**src/rtl/mem_port_arbiter.sv**
```systemverilog
// Fixed-priority arbiter that shares one single-port 32-bit memory among
// instruction reads, data writes and data reads. Requests that lose are held
// and drained while mem_wait stalls the pipeline.
module mem_port_arbiter #(
  parameter int ADDR_WIDTH = 10
) (
  input  logic                  clk,
  input  logic                  rst,
  output logic                  mem_wait,
  input  logic                  inst_rden,
  input  logic [31:0]           inst_riaddr,
  output logic [31:0]           inst_roaddr,
  output logic                  inst_rvalid,
  output logic [31:0]           inst_rdata,
  input  logic                  data_rden,
  input  logic [31:0]           data_riaddr,
  output logic [31:0]           data_roaddr,
  output logic                  data_rvalid,
  output logic [31:0]           data_rdata,
  input  logic                  data_wren,
  input  logic [3:0]            data_wstrb,
  input  logic [31:0]           data_waddr,
  input  logic [31:0]           data_wdata,
  output logic                  m_rden,
  output logic                  m_wren,
  output logic [ADDR_WIDTH-1:0] m_addr,
  output logic [3:0]            m_wstrb,
  output logic [31:0]           m_wdata,
  input  logic [31:0]           m_rdata
);

  localparam logic [0:0] ST_IDLE  = 1'b0;
  localparam logic [0:0] ST_DRAIN = 1'b1;

  logic [0:0]  state_reg, state_next;

  logic        pend_ir_vld_reg, pend_ir_vld_next;
  logic [31:0] pend_ir_addr_reg, pend_ir_addr_next;
  logic        pend_dw_vld_reg, pend_dw_vld_next;
  logic [31:0] pend_dw_addr_reg, pend_dw_addr_next;
  logic [3:0]  pend_dw_strb_reg, pend_dw_strb_next;
  logic [31:0] pend_dw_data_reg, pend_dw_data_next;
  logic        pend_dr_vld_reg, pend_dr_vld_next;
  logic [31:0] pend_dr_addr_reg, pend_dr_addr_next;

  logic        tag_ir_reg, tag_dr_reg;
  logic [31:0] rsp_addr_reg;

  logic        cand_ir, cand_dw, cand_dr;
  logic [31:0] cand_ir_addr, cand_dw_addr, cand_dr_addr, cand_dw_data;
  logic [3:0]  cand_dw_strb;
  logic        gnt_ir, gnt_dw, gnt_dr;
  logic [31:0] sel_addr;
  logic        draining;

  assign draining = (state_reg == ST_DRAIN);

  // In DRAIN the candidates come from the pending registers only; the live
  // inputs are ignored. Reset gates every grant so the memory sees nothing.
  always_comb begin
    cand_ir      = rst & (draining ? pend_ir_vld_reg : inst_rden);
    cand_dw      = rst & (draining ? pend_dw_vld_reg : data_wren);
    cand_dr      = rst & (draining ? pend_dr_vld_reg : data_rden);
    cand_ir_addr = draining ? pend_ir_addr_reg : inst_riaddr;
    cand_dw_addr = draining ? pend_dw_addr_reg : data_waddr;
    cand_dw_strb = draining ? pend_dw_strb_reg : data_wstrb;
    cand_dw_data = draining ? pend_dw_data_reg : data_wdata;
    cand_dr_addr = draining ? pend_dr_addr_reg : data_riaddr;

    gnt_ir = cand_ir;
    gnt_dw = cand_dw & ~cand_ir;
    gnt_dr = cand_dr & ~cand_ir & ~cand_dw;

    sel_addr = '0;
    if (gnt_ir)      sel_addr = cand_ir_addr;
    else if (gnt_dw) sel_addr = cand_dw_addr;
    else if (gnt_dr) sel_addr = cand_dr_addr;
  end

  assign m_rden  = gnt_ir | gnt_dr;
  assign m_wren  = gnt_dw;
  assign m_addr  = ADDR_WIDTH'(sel_addr >> 2);
  assign m_wstrb = gnt_dw ? cand_dw_strb : 4'h0;
  assign m_wdata = gnt_dw ? cand_dw_data : 32'h0;

  always_comb begin
    pend_ir_addr_next = pend_ir_addr_reg;
    pend_dw_addr_next = pend_dw_addr_reg;
    pend_dw_strb_next = pend_dw_strb_reg;
    pend_dw_data_next = pend_dw_data_reg;
    pend_dr_addr_next = pend_dr_addr_reg;
    if (draining) begin
      pend_ir_vld_next = pend_ir_vld_reg & ~gnt_ir;
      pend_dw_vld_next = pend_dw_vld_reg & ~gnt_dw;
      pend_dr_vld_next = pend_dr_vld_reg & ~gnt_dr;
    end else begin
      pend_ir_vld_next = cand_ir & ~gnt_ir;
      pend_dw_vld_next = cand_dw & ~gnt_dw;
      pend_dr_vld_next = cand_dr & ~gnt_dr;
      if (pend_ir_vld_next) pend_ir_addr_next = inst_riaddr;
      if (pend_dw_vld_next) begin
        pend_dw_addr_next = data_waddr;
        pend_dw_strb_next = data_wstrb;
        pend_dw_data_next = data_wdata;
      end
      if (pend_dr_vld_next) pend_dr_addr_next = data_riaddr;
    end
    state_next = (pend_ir_vld_next | pend_dw_vld_next | pend_dr_vld_next) ? ST_DRAIN : ST_IDLE;
  end

  always_ff @(posedge clk or negedge rst) begin
    if (!rst) begin
      state_reg        <= ST_IDLE;
      pend_ir_vld_reg  <= 1'b0;
      pend_ir_addr_reg <= '0;
      pend_dw_vld_reg  <= 1'b0;
      pend_dw_addr_reg <= '0;
      pend_dw_strb_reg <= '0;
      pend_dw_data_reg <= '0;
      pend_dr_vld_reg  <= 1'b0;
      pend_dr_addr_reg <= '0;
      tag_ir_reg       <= 1'b0;
      tag_dr_reg       <= 1'b0;
      rsp_addr_reg     <= '0;
    end else begin
      state_reg        <= state_next;
      pend_ir_vld_reg  <= pend_ir_vld_next;
      pend_ir_addr_reg <= pend_ir_addr_next;
      pend_dw_vld_reg  <= pend_dw_vld_next;
      pend_dw_addr_reg <= pend_dw_addr_next;
      pend_dw_strb_reg <= pend_dw_strb_next;
      pend_dw_data_reg <= pend_dw_data_next;
      pend_dr_vld_reg  <= pend_dr_vld_next;
      pend_dr_addr_reg <= pend_dr_addr_next;
      tag_ir_reg       <= gnt_ir;
      tag_dr_reg       <= gnt_dr;
      rsp_addr_reg     <= (gnt_ir | gnt_dr) ? sel_addr : 32'h0;
    end
  end

  assign mem_wait = pend_ir_vld_reg | pend_dw_vld_reg | pend_dr_vld_reg;

  // Memory data arrives one cycle after the read grant, aligned with the tag.
  assign inst_rvalid = tag_ir_reg;
  assign inst_roaddr = tag_ir_reg ? rsp_addr_reg : 32'h0;
  assign inst_rdata  = tag_ir_reg ? m_rdata : 32'h0;
  assign data_rvalid = tag_dr_reg;
  assign data_roaddr = tag_dr_reg ? rsp_addr_reg : 32'h0;
  assign data_rdata  = tag_dr_reg ? m_rdata : 32'h0;

endmodule

```
**config.mk**
```make
export PLATFORM = sky130hd
export DESIGN_NAME = mem_port_arbiter
export DESIGN_NICKNAME = d
export VERILOG_FILES = /design/src/rtl/mem_port_arbiter.sv
export SDC_FILE = /design/constraint.sdc
export NUM_CORES = 1
export LEC_CHECK = 0
export ABC_AREA = 1
export BUFFER_PORTS_ARGS = -buffer_cell sky130_fd_sc_hd__buf_2
export CAP_MARGIN = 20
export CORE_MARGIN = 8
export CORE_UTILIZATION = 40
export DETAILED_ROUTE_END_ITERATION = 10
export PLACE_DENSITY = 0.75
export SLEW_MARGIN = 20
export SYNTH_ARGS = -nofsm -noshare
export SYNTH_HDL_FRONTEND = slang
export SYNTH_SLANG_ARGS = --single-unit
```
**constraint.sdc**
```tcl
create_clock -name clk -period 1.93 [get_ports clk]
set_clock_uncertainty 0.1 [all_clocks]
set_input_delay 0.386 -clock clk [delete_from_list [all_inputs] [get_ports clk]]
set_output_delay 0.386 -clock clk [all_outputs]
set_load 0.02 [all_outputs]
```
* After elaboration in Yosys (flattened, before gate mapping)
Index checks and enable logic that the tools add are counted.
** Word-level totals
- Logic and storage cells :: 56
- Bits in registers :: 138
- Output and inout bits :: 179
- Input port bits :: 169
** Cells by class
- Reductions and logical operators :: 2
- Mux-type cells :: 22
- Bitwise gates (word level) :: 21
** Operator list (count)
- 2-to-1 mux 32 bit :: 13
- bitwise AND 1 bit :: 11
- 2-to-1 mux 4 bit :: 2
- 2-to-1 mux 1 bit :: 7
- NOT 1 bit :: 5
- bitwise OR 1 bit :: 5
- AND reduction 2 bit :: 2

* Longest topological paths before layout
- Depth after elaboration :: 10
- Gate-level depth with buffers :: 10

* Worst setup path after synthesis
Ideal clock, no wire load.
- Path kind :: flip-flop to output port
- Start point :: register state_reg (netlist: draining)
- End point :: output m_wdata[10]
- Data required time :: 1.444 ns
- Data arrival time :: 1.454 ns
- Buffers on the path :: 4
- Setup slack :: -0.010 ns
- Stages on the path, launching flop included :: 7
- Cell sequence :: dfrtp_1 -> buf_2 -> buf_2 -> buf_2 -> buf_4 -> a21oi_1 -> nor2_1
** Between the ends
- Longest elaborated chain between the ends :: 5
- Elaborated cells between the ends (all ways) :: 8
- Those cells by class :: mux (4); bitwise (4)
** RTL lines
- start: declaration :: RTL line 35 : logic [0:0] state_reg, state_next;
- start signal: assignment :: RTL line 126 : state_reg <= state_next;
- 2-to-1 mux 1 bit :: RTL line 61 : cand_ir = rst & (draining ? pend_ir_vld_reg : inst_rden);
- bitwise AND 1 bit :: RTL line 61
- NOT 1 bit
- bitwise AND 1 bit :: RTL line 71 : gnt_dw = cand_dw & ~cand_ir;
- 2-to-1 mux 32 bit (*) :: RTL line 84 : assign m_wdata = gnt_dw ? cand_dw_data : 32'h0;
- end: declaration :: RTL line 28 : output logic [31:0] m_wdata,
Mark *: on every way between the ends. The rest lies on a longest branch, timed or not.

* Worst setup path after layout
- Start point :: register state_reg (netlist: draining)
- End point :: output m_wdata[8]
The elaborated chain is that of the path after synthesis.

==> flow_metrics.env <==
export IMPL_path_clk_slew_ns=0.06
export IMPL_track_usage_pct=21.2
export IMPL_rsz0062_at_grt="yes"
export IMPL_cts_tree="built"
export IMPL_setup_viol=104
export IMPL_fin_util_pct=60.0
export IMPL_fin_tns_setup_ns=-28.03
export IMPL_finalWorstSetupSlack_ns=-0.502
export IMPL_htree_levels=4
export IMPL_power_density_nw_per_um2=1200
export IMPL_root_buffer="clkbuf_16"
export IMPL_path_max_fanout=37
export IMPL_regToRegStartpoint="draining"
export IMPL_ant_nets=0
export IMPL_layout_cells_non_filler=1871
export IMPL_clk_latency_ns=0.41
export IMPL_ios=348
export IMPL_placed_area_um2=10300
export IMPL_die_height_um=158
export IMPL_drive_above_1_share_pct=34.6
export IMPL_vias=8913
export IMPL_die_area_um2=24800
export IMPL_cts_num_sinks=138
export IMPL_drt_total_wl_mm=29.3
export IMPL_final_cell_area_um2=12000
export IMPL_antenna_found_initial=7
export IMPL_route_detailed_drc=0
export IMPL_end_kind="output pin"
export IMPL_postSynthCellCount=1213
export IMPL_syn_area_per_cell_um2=6.61
export IMPL_worst_slew_pin_slew_ns=0.533
export IMPL_drv_slew=0
export IMPL_min_period_ns=2.43
export IMPL_critPathKind="register to output pin"
export IMPL_cp_start_kind="register"
export IMPL_total_leakage_power_nw=7.40
export IMPL_fin_nets=1752
export IMPL_clockBufferDepth=2
export IMPL_rows=52
export IMPL_fp_dieW_um=158
export IMPL_core_area_um2=20000
export IMPL_outcome="complete, but fails checks"
export IMPL_initial_core_util_pct=40.2
export IMPL_ys_ff_latch=138
export IMPL_finalHoldViolCount=0
export IMPL_hold_class="input pin to async pin"
export IMPL_crit_start="draining"
export IMPL_netlist_area_um2=8020
export IMPL_grt_pass1_wl_mm=41.6
export IMPL_placed_cells=1800
export IMPL_yosysUniqueCellTypes=19
export IMPL_final_fill_count=1794
export IMPL_hpwl_mm=20.7
export IMPL_ys_warn_count=0
export IMPL_first_iter_violations=558
export IMPL_maxCapViolations=0
export IMPL_final_period_utilization_pct=126
export IMPL_grt_pass1_vias=8292
export IMPL_critPathRequiredTime_ns=1.44
export IMPL_wl_per_cell_um=15.7
export IMPL_violations="setup timing"
export IMPL_register_area_um2=3460
export IMPL_syn_nets=1382
export IMPL_vias_per_cell=4.76
export IMPL_synthToLayoutAreaGrowth_pct=49.5
export IMPL_ir_drop_uv=705
export IMPL_grt_overflow=0
export IMPL_grt_max_degree=99
export IMPL_portBuffers=347
export IMPL_gp_congestion=0.947
export IMPL_drt_pass1_iter_count=5
export IMPL_multi_input_area_um2=3640
export IMPL_cts_buffers=17
export IMPL_fmax_mhz=411
export IMPL_maxSlewHeadroom_pct=64.5
export IMPL_arrival_ns=1.95
export IMPL_seq_area_frac_synth_pct=43.1
==> power breakdown <==
part           internal, W  switching (W)
clock network      0.00200        0.00125
registers          0.00401       0.000604
logic              0.00276        0.00377
==> final cells by class <==
cell class              count  share of cell area [%]
multi-input cells         750                    30.4
flip-flops and latches    138                    28.9
repair buffers            431                    25.1
inverters                 245                    7.82
clock buffers              21                    3.92
well taps                 270                    2.82
clock inverters            10                   0.991
diodes                      6                   0.125
==> cell usage after synthesis (all sizes together) <==
| master | number | area [µm²] |
|---|---|---|
| nand2 | 360 | 1360 |
| inv | 245 | 920 |
| o21ai | 166 | 831 |
| dfrtp | 138 | 3450 |
| nor2 | 88 | 338 |
| a21oi | 79 | 395 |
| buf | 40 | 229 |
| clkbuf | 40 | 150 |
| nand3 | 35 | 180 |
| a22oi | 21 | 158 |
| or3 | 1 | 6.26 |
==> worst paths after layout <==
path                                        end  slack (ns)  cells after the start
setup / recovery                     m_wdata[8]       -0.50                      8
hold / removal             pend_dw_data_reg[30]       0.004                      2
setup reg to reg            pend_dr_addr_reg[4]       -0.16                     13
hold reg to reg            pend_dw_addr_reg[28]        0.38                      2
max in group asynchronous           inst_rvalid        1.28                      2
min in group clk            pend_dw_strb_reg[2]        0.12                      3
==> through the flow <==
step                      hold slack [ns]  setup WS, ns  total power (W)
after global routing               0.0318        -0.609           0.0154
final                             0.00429        -0.502           0.0144
after global placement              0.366       -0.0530          0.00976
after detailed placement            0.374       -0.0913          0.00990
after CTS                         0.00561        -0.468           0.0134
after floorplan                  -0.00959       -0.0101          0.00802
==> layout by cell type, fill, tap and decap left out, drive strengths merged <==
cell,synthesis,layout
nand3,35,35
a22oi,21,21
inv,245,245
bufinv,0,2
clkinv,0,5
clkinvlp,0,3
clkbuf,40,30
diode,0,6
or3,1,1
buf,40,422
dfrtp,138,138
nand2,360,360
o21ai,166,166
nor2,88,88
a21oi,79,79
==> cell families after synthesis <==
logic type | after synthesis | share of synthesized area [%]
AND/OR/NAND/NOR | 484 | 23.5
buffers and inverters | 325 | 16.2
AO/OA/AOI/OAI | 266 | 17.3
flip-flops | 138 | 43.1
==> repair_timing <==
action,in CTS,in global routing
pin swaps,0,19
endpoints found under the setup margin,105,138
hold buffers,0,0
gates cloned,1,11
resized for setup,74,128
hold endpoints to repair,0,0
setup buffers,4,18
==> layer usage <==
metal,up-vias,wire length (µm),GRT usage [%]
met2,349,14500,36.3
li1,4423,-,-
met5,-,13,0
met3,63,2350,5.92
met4,2,1090,8.66
met1,4076,11400,24.6
==> critical path, cell delays in order, from the launching register on <==
cell,delay [ns]
dfrtp_4,0.49
buf_12,0.16
nand2_8,0.07
nand2_8,0.06
nor2_4,0.16
nand2_2,0.10
buf_12,0.18
nor2_1,0.13
buf_4,0.16
No activity file was read; power rests on OpenSTA's default activity.
